$ cat src/rtl/sys_bridge_intc_pkg.sv
// Shared definitions for the CPU-to-peripheral bridge and its interrupt controller.
// Holds the default window base addresses, the INTC register offsets, the
// interrupt source indices and a lowest-set-bit helper used by the ACTIVE register.
package sys_bridge_intc_pkg;

    localparam logic [31:0] TIMER0_BASE = 32'h0000_7F00;
    localparam logic [31:0] TIMER1_BASE = 32'h0000_7F10;
    localparam logic [31:0] INTC_BASE   = 32'h0000_7F20;

    localparam int NSRC = 3;

    localparam logic [1:0] INTC_PEND   = 2'd0;
    localparam logic [1:0] INTC_MASK   = 2'd1;
    localparam logic [1:0] INTC_ACTIVE = 2'd2;
    localparam logic [1:0] ACTIVE_NONE = 2'd3;

    localparam int SRC_TIMER0 = 0;
    localparam int SRC_TIMER1 = 1;
    localparam int SRC_EXT    = 2;

    typedef enum logic [1:0] {
        SEL_NONE,
        SEL_TIMER0,
        SEL_TIMER1,
        SEL_INTC
    } dev_sel_e;

    // Index of the lowest-numbered set bit, ACTIVE_NONE when the vector is empty.
    function automatic logic [1:0] lowest_set(input logic [NSRC-1:0] v);
        logic [1:0] idx;
        idx = ACTIVE_NONE;
        for (int i = NSRC - 1; i >= 0; i--) begin
            if (v[i]) begin
                idx = 2'(i);
            end
        end
        return idx;
    endfunction

endpackage

$ cat src/rtl/sys_bridge_intc_core.sv
// Interrupt controller register bank.
// Edge-detects the level IRQs, latches rises into PEND (write-1-to-clear),
// holds MASK, encodes ACTIVE and drives HWInt = PEND & MASK.
// Ports:
//   clk, reset : clock and synchronous active-high reset
//   irq        : level IRQs {external, timer1, timer0}
//   we         : register write strobe (already qualified by request and decode)
//   addr       : register word offset
//   wd         : write data, low NSRC bits only
//   rd         : register read data, combinational
//   hwint      : interrupt lines to CP0
module intc_core
    import sys_bridge_intc_pkg::*;
(
    input  logic            clk,
    input  logic            reset,
    input  logic [NSRC-1:0] irq,
    input  logic            we,
    input  logic [1:0]      addr,
    input  logic [NSRC-1:0] wd,
    output logic [31:0]     rd,
    output logic [5:0]      hwint
);

    logic [NSRC-1:0] prev;
    logic [NSRC-1:0] pend;
    logic [NSRC-1:0] mask;
    logic [NSRC-1:0] rise;
    logic [NSRC-1:0] clr;
    logic [NSRC-1:0] pend_masked;
    logic [1:0]      active;

    assign rise = irq & ~prev;
    assign clr  = (we && addr == INTC_PEND) ? wd : '0;

    // A rise in the same cycle as a clear of that bit leaves it set.
    always_ff @(posedge clk) begin
        if (reset) begin
            prev <= '0;
            pend <= '0;
            mask <= '0;
        end else begin
            prev <= irq;
            pend <= (pend & ~clr) | rise;
            if (we && addr == INTC_MASK) begin
                mask <= wd;
            end
        end
    end

    assign pend_masked = pend & mask;
    assign active      = lowest_set(pend_masked);
    assign hwint       = {{(6 - NSRC){1'b0}}, pend_masked};

    always_comb begin
        rd = '0;
        case (addr)
            INTC_PEND:   rd[NSRC-1:0] = pend;
            INTC_MASK:   rd[NSRC-1:0] = mask;
            INTC_ACTIVE: rd[1:0]      = active;
            default:     rd           = '0;
        endcase
    end

endmodule

$ cat src/rtl/sys_bridge_intc.sv
// Bridge between the CPU data-memory port and the peripheral space.
// Decodes three 16-byte windows (timer0, timer1, interrupt controller),
// fans out write enables and the register offset, and muxes read data back
// combinationally in the same cycle as the request.
// Ports:
//   clk, reset            : clock and synchronous active-high reset
//   PrReq/PrWE/PrAddr/PrWD: CPU request, store flag, byte address, store data
//   PrRD, AddrErr         : read data to CPU, request outside all windows
//   DEV_Addr, DEV_WD      : register offset and store data to the timers
//   DEV0_WE, DEV1_WE      : timer write enables
//   DEV0_RD, DEV1_RD      : timer read data
//   DEV0_IRQ, DEV1_IRQ, EXT_IRQ : level interrupt sources
//   HWInt                 : interrupt lines to CP0
module sys_bridge_intc #(
    parameter logic [31:0] TIMER0_BASE = sys_bridge_intc_pkg::TIMER0_BASE,
    parameter logic [31:0] TIMER1_BASE = sys_bridge_intc_pkg::TIMER1_BASE,
    parameter logic [31:0] INTC_BASE   = sys_bridge_intc_pkg::INTC_BASE
) (
    input  logic        clk,
    input  logic        reset,
    input  logic        PrReq,
    input  logic        PrWE,
    input  logic [31:0] PrAddr,
    input  logic [31:0] PrWD,
    output logic [31:0] PrRD,
    output logic        AddrErr,
    output logic [1:0]  DEV_Addr,
    output logic [31:0] DEV_WD,
    output logic        DEV0_WE,
    output logic        DEV1_WE,
    input  logic [31:0] DEV0_RD,
    input  logic [31:0] DEV1_RD,
    input  logic        DEV0_IRQ,
    input  logic        DEV1_IRQ,
    input  logic        EXT_IRQ,
    output logic [5:0]  HWInt
);
    import sys_bridge_intc_pkg::*;

    logic        hit0;
    logic        hit1;
    logic        hit_intc;
    dev_sel_e    sel;
    logic [31:0] intc_rd;
    logic        unused_addr_lsb;

    // Byte-lane bits carry no meaning for word registers.
    assign unused_addr_lsb = ^PrAddr[1:0];

    assign hit0     = PrReq && (PrAddr[31:4] == TIMER0_BASE[31:4]);
    assign hit1     = PrReq && (PrAddr[31:4] == TIMER1_BASE[31:4]);
    assign hit_intc = PrReq && (PrAddr[31:4] == INTC_BASE[31:4]);

    always_comb begin
        sel = SEL_NONE;
        if (hit0) begin
            sel = SEL_TIMER0;
        end else if (hit1) begin
            sel = SEL_TIMER1;
        end else if (hit_intc) begin
            sel = SEL_INTC;
        end
    end

    assign AddrErr  = PrReq && (sel == SEL_NONE);
    assign DEV0_WE  = hit0 && PrWE;
    assign DEV1_WE  = hit1 && PrWE;
    assign DEV_Addr = PrAddr[3:2];
    assign DEV_WD   = PrWD;

    intc_core u_intc (
        .clk   (clk),
        .reset (reset),
        .irq   ({EXT_IRQ, DEV1_IRQ, DEV0_IRQ}),
        .we    (hit_intc && PrWE),
        .addr  (PrAddr[3:2]),
        .wd    (PrWD[NSRC-1:0]),
        .rd    (intc_rd),
        .hwint (HWInt)
    );

    always_comb begin
        PrRD = '0;
        case (sel)
            SEL_TIMER0: PrRD = DEV0_RD;
            SEL_TIMER1: PrRD = DEV1_RD;
            SEL_INTC:   PrRD = intc_rd;
            default:    PrRD = '0;
        endcase
    end

endmodule

$ cat config.mk
export PLATFORM = sky130hd
export DESIGN_NAME = sys_bridge_intc
export DESIGN_NICKNAME = d
export VERILOG_FILES = /design/src/rtl/sys_bridge_intc_pkg.sv /design/src/rtl/sys_bridge_intc_core.sv /design/src/rtl/sys_bridge_intc.sv
export SDC_FILE = /design/constraint.sdc
export NUM_CORES = 1
export LEC_CHECK = 0
export ABC_AREA = 1
export CAP_MARGIN = 20
export CORE_MARGIN = 10
export CORE_UTILIZATION = 24
export CTS_BUF_LIST = sky130_fd_sc_hd__clkbuf_2
export DETAILED_ROUTE_END_ITERATION = 7
export PLACE_DENSITY = 0.78
export SYNTH_ARGS = -nofsm -noshare
export SYNTH_HDL_FRONTEND = slang
export SYNTH_SLANG_ARGS = --single-unit
$ cat constraint.sdc
create_clock -name clk -period 2.27 [get_ports clk]
set_clock_uncertainty 0.1 [all_clocks]
set_input_delay 0.454 -clock clk [delete_from_list [all_inputs] [get_ports clk]]
set_output_delay 0.454 -clock clk [all_outputs]
set_load 0.02 [all_outputs]
=== Word-level counts from Yosys, hierarchy flattened ===
Index checks and enable logic that the tools add are counted.

* Register bits: 9
* Logic and storage cells: 38
* Input bits: 135
* Output and inout port bits: 75

* Mux-type cells: 10
* Bitwise gates (word level): 6
* Reductions and logical operators: 11
* Equal/unequal tests: 8

{| class="wikitable"
|+ Operators with widths
! cell !! number
|-
| one-hot mux 32 bit (3 select lines) || 1
|-
| equality test 28 x 11 -> 1 bit (second input constant) || 3
|-
| 2-to-1 mux 2 bit || 5
|-
| bitwise AND 3 bit || 3
|-
| logical AND 1 bit || 9
|-
| equality test 2 bit (second input constant) || 3
|-
| NOT 3 bit || 2
|-
| one-hot mux 2 bit (3 select lines) || 1
|-
| equality test 2 x 1 -> 1 bit (second input constant) || 2
|-
| zero test 2 bit || 2
|-
| 2-to-1 mux 3 bit || 1
|-
| bitwise OR 3 bit || 1
|-
| one-hot mux 1 bit (2 select lines) || 1
|-
| 2-to-1 mux 1 bit || 1
|}

=== Depth between registers and ports, before layout ===
Gate-level depths: netlist of run 1.

* Depth in word-level cells: 8
* Depth in mapped cells: 10

=== Cells and area by module ===
Synthesis of run 1 repeated with hierarchy kept, for this count alone.

* Cell total of the unflattened synthesis: 346
* Area total of the unflattened synthesis: 2019.4 um^2

{| class="wikitable"
|+ By module, submodules not included
! module !! instances !! cells an instance !! area an instance (um^2)
|-
| sys_bridge_intc || 1 || 234 || 1323.8
|-
| intc_core || 1 || 112 || 695.7
|}

=== Worst setup path after synthesis of run 1 ===
Ideal clock, no wire load.

* Kind: input to output
* From: input PrAddr[24]
* To: output PrRD[10]
* Arrival time: 1.484 ns
* Required time: 1.716 ns
* Stages on the path: 10
* Path slack: 0.232 ns
* Cells stage by stage: inv_1 -> nand2_1 -> nor2_2 -> nand2_1 -> nor2_2 -> nand3_2 -> nor2_4 -> buf_6 -> nand2_1 -> nand2_1

* Longest elaborated chain between the ends: 7

{| class="wikitable"
|+ Ends and longest elaborated chain
! element !! RTL line !! source
|-
| start, declared || sys_bridge_intc.sv:23 || <nowiki>input logic [31:0] PrAddr,</nowiki>
|-
| equality test 28 x 11 -> 1 bit || sys_bridge_intc.sv:52 || <nowiki>assign hit_intc = PrReq && (PrAddr[31:4] == INTC_BASE[31:4]);</nowiki>
|-
| logical AND 1 bit || sys_bridge_intc.sv:52 ||
|-
| 2-to-1 mux 2 bit || sys_bridge_intc.sv:60 || <nowiki>end else if (hit_intc) begin</nowiki>
|-
| 2-to-1 mux 2 bit || sys_bridge_intc.sv:58 || <nowiki>end else if (hit1) begin</nowiki>
|-
| 2-to-1 mux 2 bit (*) || sys_bridge_intc.sv:56 || <nowiki>if (hit0) begin</nowiki>
|-
| equality test 2 bit / equality test 2 x 1 -> 1 bit (equally long branches) || sys_bridge_intc.sv:84 || <nowiki>case (sel)</nowiki>
|-
| one-hot mux 32 bit (3 select lines) (*) || sys_bridge_intc.sv:84 ||
|-
| end, declared || sys_bridge_intc.sv:25 || <nowiki>output logic [31:0] PrRD,</nowiki>
|}

Mark *: on every way between the ends. The rest lies on a longest branch, timed or not.

=== Worst setup path after layout of run 1 ===
* From: input PrAddr[16]
* To: output PrRD[19]

Same word-level chain as after synthesis.

==> results of run 1 <==
[report_power, final]
part / internal [uW] / leakage (uW) / switching [uW]
Combinational: 187 / 0.00167 / 95.2
Clock: 39.9 / 0.0000164 / 62.2
Sequential: 166 / 0.0000743 / 3.03
Total: 392 / 0.00176 / 160
[worst register-to-register path: cells and delay by family, from the launching register on]
kind | cells | cell delay [ps]
simple gates | 3 | 200
flops | 1 | 370
buf+inv | 1 | 50
[metrics by stage]
step	total power (uW)	utilization	hold WS (ps)
4_1_cts	542	0.537	366
2_1_floorplan	307	-	329
3_5_place_dp	431	0.471	344
6_report	553	0.575	360
5_1_grt	586	0.575	401
3_3_place_gp	428	0.471	335
[synthesized netlist by cell type (all sizes together)]
cell    instances
buf            43
conb            1
dfxtp           9
inv            38
nand2         131
nand3           6
nand3b          1
nand4           5
nor2           30
nor3            4
nor4            1
o211ai          2
o21ai           2
o22ai           2
[final cells by class]
| cell class | count | area (um^2) |
|---|---|---|
| clock inverters | 1 | 5.00 |
| well taps | 75 | 93.8 |
| fillers | 547 | 2500 |
| inverters | 38 | 145 |
| clock buffers | 3 | 15.0 |
| flip-flops and latches | 9 | 180 |
| repair buffers | 199 | 1950 |
| multi-input cells | 187 | 993 |
[kinds of logic (layout without fill, tap and decap cells)]
kind of cell | count (synthesis) | after routing | share of synthesized area
simple gates | 178 | 178 | 0.510
flops | 9 | 9 | 0.124
other cells | 1 | 3 | 0.00259
compound gates | 6 | 6 | 0.0259
buf+inv | 81 | 241 | 0.337
[how the worst max path moves through the flow]
| stage | cells past startpoint | start | endpoint |
|---|---|---|---|
| 2_1_floorplan | 10 | PrAddr[24] | PrRD[10] |
| 3_5_place_dp | 12 | PrAddr[25] | PrRD[1] |
| 4_1_cts | 10 | PrAddr[4] | PrRD[1] |
| 6_report | 11 | PrAddr[16] | PrRD[19] |
| 5_1_grt | 13 | PrAddr[23] | PrRD[14] |
| 3_3_place_gp | 12 | PrAddr[28] | PrRD[24] |
[flip-flops by register name, summed over array words and instances (netlist names)]
name,count
u_intc.mask,3
u_intc.pend,3
u_intc.prev,3
[layer usage]
layer  track usage  up-vias  wire length [um]
li1              -     1102                 -
met1         0.134      956              2750
met2         0.265       93              4150
met3        0.0498       21               627
met4        0.0470        0               159
met5             0        -                 0
[what timing repair did]
item / CTS / global route
resized for setup: 286 / 96
setup buffers: 40 / 4
cloned: 3 / 2
setup endpoints to repair: 35 / 38
pin swaps: 10 / 29
==> impl_metrics.py, run 1 <==
metrics = {
    "worst_hold_path": {
        "hp-class": "reg -> reg",
        "hold_path_depth": 3,
        "min_to": "u_intc.pend[2]$_SDFF_PP0_",
        "min_from": "u_intc.prev[2]$_SDFF_PP0_",
    },
    "sta": {
        "fmax_mhz": 408,
        "setup_viol": 32,
        "layout_min_cycle_time_ps": 2450,
        "rsz0062_at_grt": "true",
        "final-max-slew-violation-count": 0,
        "setup_slack_ps": -180,
        "finalCritPeriodShare": 1.08,
        "finalHoldViolations": 0,
        "setup_tns_ps": -4910,
    },
    "finish": {
        "drive_gt1_frac": 0.428,
        "layout_commonest_cell": "nand2_1",
        "areaGrowthSynthToFinish_pct": 133,
        "final_cell_count_no_fill": 512,
        "diodes": 0,
        "layout_common_cells": "nand2_1, clkdlybuf4s50_1, buf_6, buf_4, nand2_2",
        "fin_area_um2": 3380,
        "nets": 573,
    },
    "clock_network": {
        "cts_buffers": 3,
        "cts_tree": "yes",
        "clk_latency_ps": 270,
        "cts.sinks": 9,
        "clk_path_buf_depth": 2,
        "hold_buffers": 0,
        "root_buffer": "clkbuf_2",
        "clk_pin_slew_ps": 80,
        "h-tree-depth": 1,
    },
    "setup_path": {
        "cp_top_family": "simple AND/OR/NAND/NOR gates",
        "r2r-end": "u_intc.mask[0]$_SDFFE_PP0P_",
        "end_kind": "output port",
        "path_max_fanout": 16,
        "path_buf_inv": 4,
        "rr_startpoint": "u_intc.mask[0]$_SDFFE_PP0P_",
        "slowest_delay_ps": 240,
        "crit_arrival_ps": 1900,
        "cpMostUsedCell": "buf_6",
        "cp-start-kind": "input pin",
        "path_cells": "buf_6, nor2_2, nand2_1, nor3_2, nand3_4, buf_6, nor2_4, clkbuf_16, nand2_1, nand2_2, buf_6",
        "worst_path_max_delay_cell": "nor3_2",
        "r2r_slack_ps": 1510,
        "rr_worst_depth": 4,
        "critPathRequiredTime_ps": 1720,
        "critical_path_class": "in -> out",
    },
    "synthesis": {
        "synth.largest_area_cell": "nand2_1",
        "ys_warn_count": 0,
        "seq_area_frac_synth": 0.124,
        "syn-cell-area_um2": 1450,
        "syn_avg_cell_area_um2": 5.27,
        "synth.ff_latch_count": 9,
        "synth_cell_types": 20,
        "synth_top_cell_area_share": 0.337,
        "syn_inst": 275,
        "synth_top_cells_by_area": "nand2_1, buf_4, dfxtp_1",
    },
    "power_and_ir_drop": {
        "p_per_area_nw_per_um2": 163,
        "p_leak_uw": 0.00176,
        "irDropWorstVdd_mv": 0.267,
    },
    "global_routing": {
        "grt_pass1_vias": 2154,
        "grt_overflow": 0,
        "antenna_found_initial": 0,
        "grt_pass1_wl_um": 10900,
        "grt_max_degree": 33,
        "grt_util_all_layers": 0.139,
    },
    "detailed_routing": {
        "ant_nets": 0,
        "drt-initial-drc-count": 41,
        "routed_via_density": 4.24,
        "vias": 2172,
        "wirelength_um": 7680,
        "drtPass1Iterations": 4,
        "drc_errors": 0,
        "routedWlPerCell_um": 15.0,
    },
    "place": {
        "hpwl_um": 5680,
        "dpl.cell_count": 466,
        "portBuffers": 146,
        "placed_area_um2": 2770,
        "place_ws_ps": -875,
        "place_congestion": 0.857,
    },
    "run_status": {
        "violations": "negative setup slack",
        "run_status": "finished, violations left",
    },
    "flow_run": {
        "max_cap_viol_count": 0,
    },
    "die": {
        "die_h_um": 97.7,
        "initial_core_util": 0.246,
        "die_x_um": 97.7,
        "core_um2": 5890,
        "dieArea_um2": 9550,
        "placementRows": 28,
        "ios": 210,
    },
}
(Power assumes the default switching activity.)
==> run 2: changes to the inputs <==
- CAP_MARGIN: 20 -> default
- CORE_ASPECT_RATIO: default -> 2
- PLACE_DENSITY: 0.78 -> 0.82
==> impl_metrics.py, run 2 (same netlist as run 1, synthesis figures left out) <==
metrics = {
    "power_and_ir_drop": {
        "p_leak_uw": 0.00195,
        "combPwrFrac": 0.524,
        "switching_share": 0.306,
        "p_int_uw": 399,
        "irDropWorstVdd_mv": 0.241,
        "seq_power_share": 0.294,
        "p_per_area_nw_per_um2": 160,
        "p_switching_uw": 176,
        "power_frac_clock": 0.182,
    },
    "detailed_routing": {
        "ant_nets": 0,
        "drt-initial-drc-count": 33,
        "routed_via_density": 4.65,
        "vias": 2271,
        "drtPass1Iterations": 4,
        "drc_errors": 0,
        "wirelength_um": 8660,
        "routedWlPerCell_um": 17.7,
    },
    "setup_path": {
        "path_max_fanout": 7,
        "cpMostUsedCell": "buf_6",
        "path_cells": "buf_6, inv_4, nand4_1, nor3_4, nand3_4, buf_6, nor2_4, buf_12, buf_12, nand2_4, nand2_2, buf_6",
        "slowest_delay_ps": 260,
        "critical_path_class": "in -> out",
        "cp_top_family": "simple AND/OR/NAND/NOR gates",
        "path_buf_inv": 6,
        "rr_worst_depth": 4,
        "end_kind": "output port",
        "cp-start-kind": "input pin",
        "worst_path_max_delay_cell": "nor3_4",
        "critPathRequiredTime_ps": 1720,
        "cp_num_cells": 12,
        "crit_arrival_ps": 1950,
    },
    "finish": {
        "areaGrowthSynthToFinish_pct": 149,
        "nets": 559,
        "nFillCells": 548,
        "fin_area_um2": 3600,
        "final_cell_count_no_fill": 488,
        "layout_common_cells": "clkdlybuf4s50_1, nand2_1, buf_6, nand2_2, inv_1",
        "drive_gt1_frac": 0.437,
        "layout_commonest_cell": "clkdlybuf4s50_1",
        "largestRegisters": "u_intc.mask: 3 flops, u_intc.pend: 3 flops, u_intc.prev: 3 flops",
    },
    "global_routing": {
        "antenna_found_initial": 2,
        "grt_max_degree": 10,
        "grt_overflow": 0,
        "grt_pass1_vias": 2582,
        "grt_util_all_layers": 0.169,
        "grt_pass1_wl_um": 12700,
    },
    "sta": {
        "finalCritPeriodShare": 1.10,
        "setup_tns_ps": -6480,
        "rsz0062_at_grt": "true",
        "setup_viol": 34,
        "finalHoldViolations": 0,
        "layout_min_cycle_time_ps": 2500,
        "final-max-slew-violation-count": 0,
        "fmax_mhz": 400,
        "setup_slack_ps": -232,
    },
    "clock_network": {
        "h-tree-depth": 1,
        "cts_buffers": 3,
        "clk_path_buf_depth": 2,
        "cts.sinks": 9,
        "cts_tree": "yes",
        "clk_pin_slew_ps": 90,
        "clk_latency_ps": 250,
        "root_buffer": "clkbuf_2",
        "hold_buffers": 0,
    },
    "die": {
        "ios": 210,
        "die_h_um": 130,
        "core_um2": 5960,
        "dieArea_um2": 9730,
        "placementRows": 40,
        "initial_core_util": 0.243,
        "die_x_um": 74.9,
    },
    "place": {
        "portBuffers": 146,
        "place_congestion": 0.833,
        "dpl.cell_count": 456,
        "hpwl_um": 6220,
        "placed_area_um2": 2800,
    },
    "run_status": {
        "violations": "negative setup slack",
        "run_status": "finished, violations left",
    },
    "worst_hold_path": {
        "hp-class": "reg -> reg",
        "hold_path_depth": 3,
    },
    "flow_run": {
        "max_cap_viol_count": 0,
    },
}
## run 2: timing repair
action,CTS,global route
gates cloned,7,0
setup endpoints to repair,35,38
pin swaps,46,30
gates resized for setup,409,28
setup buffers,26,2
## run 2: layout make-up
type / instances / area, um^2 / share of cell area
Antenna cell: 2 / 5.00 / 0.00139
Clock buffer: 4 / 20.0 / 0.00556
Inverter: 38 / 145 / 0.0403
Multi-Input combinational cell: 187 / 1210 / 0.335
Sequential cell: 9 / 180 / 0.0500
Tap cell: 63 / 78.8 / 0.0219
Timing Repair Buffer: 185 / 1970 / 0.546
## run 2: power by group through the flow
stage / clock network (uW) / logic (uW) / registers [uW]
after floorplan: 0 / 135 / 172
after global placement: 0 / 260 / 173
after CTS: 106 / 289 / 169
final: 105 / 301 / 169
after detailed placement: 0 / 263 / 173
after global routing: 110 / 321 / 170
## run 2: worst paths after layout
| check | startpoint | endpoint | slack, ps |
|---|---|---|---|
| max | PrAddr[15] | PrRD[7] | -230 |
| min | u_intc.prev[2]$_SDFF_PP0_ | u_intc.pend[2]$_SDFF_PP0_ | 370 |
| max reg2reg | u_intc.mask[2]$_SDFFE_PP0P_ | u_intc.mask[2]$_SDFFE_PP0P_ | 1470 |
| min reg2reg | u_intc.prev[2]$_SDFF_PP0_ | u_intc.pend[2]$_SDFF_PP0_ | 370 |
## run 2: tightest hold or removal path, stage by stage, from the launching register on
cell,delay (ps)
dfxtp_1,310
inv_1,40
nand2_1,40
nand2_1,50
## run 2: layer usage
metal / routed length [um] / GRT usage
met5: 0 / 0
met4: 597 / 0.132
met3: 899 / 0.0510
met2: 4800 / 0.329
met1: 2360 / 0.124
## run 2: metrics by stage
step            util  total power (uW)  hold WS, ps  setup slack (ps)
2_1_floorplan      -               307          329               232
3_3_place_gp   0.470               432          335              -860
3_5_place_dp   0.470               436          344              -900
4_1_cts        0.606               565          368              -212
5_1_grt        0.605               600          392              -307
6_report       0.605               575          367              -232
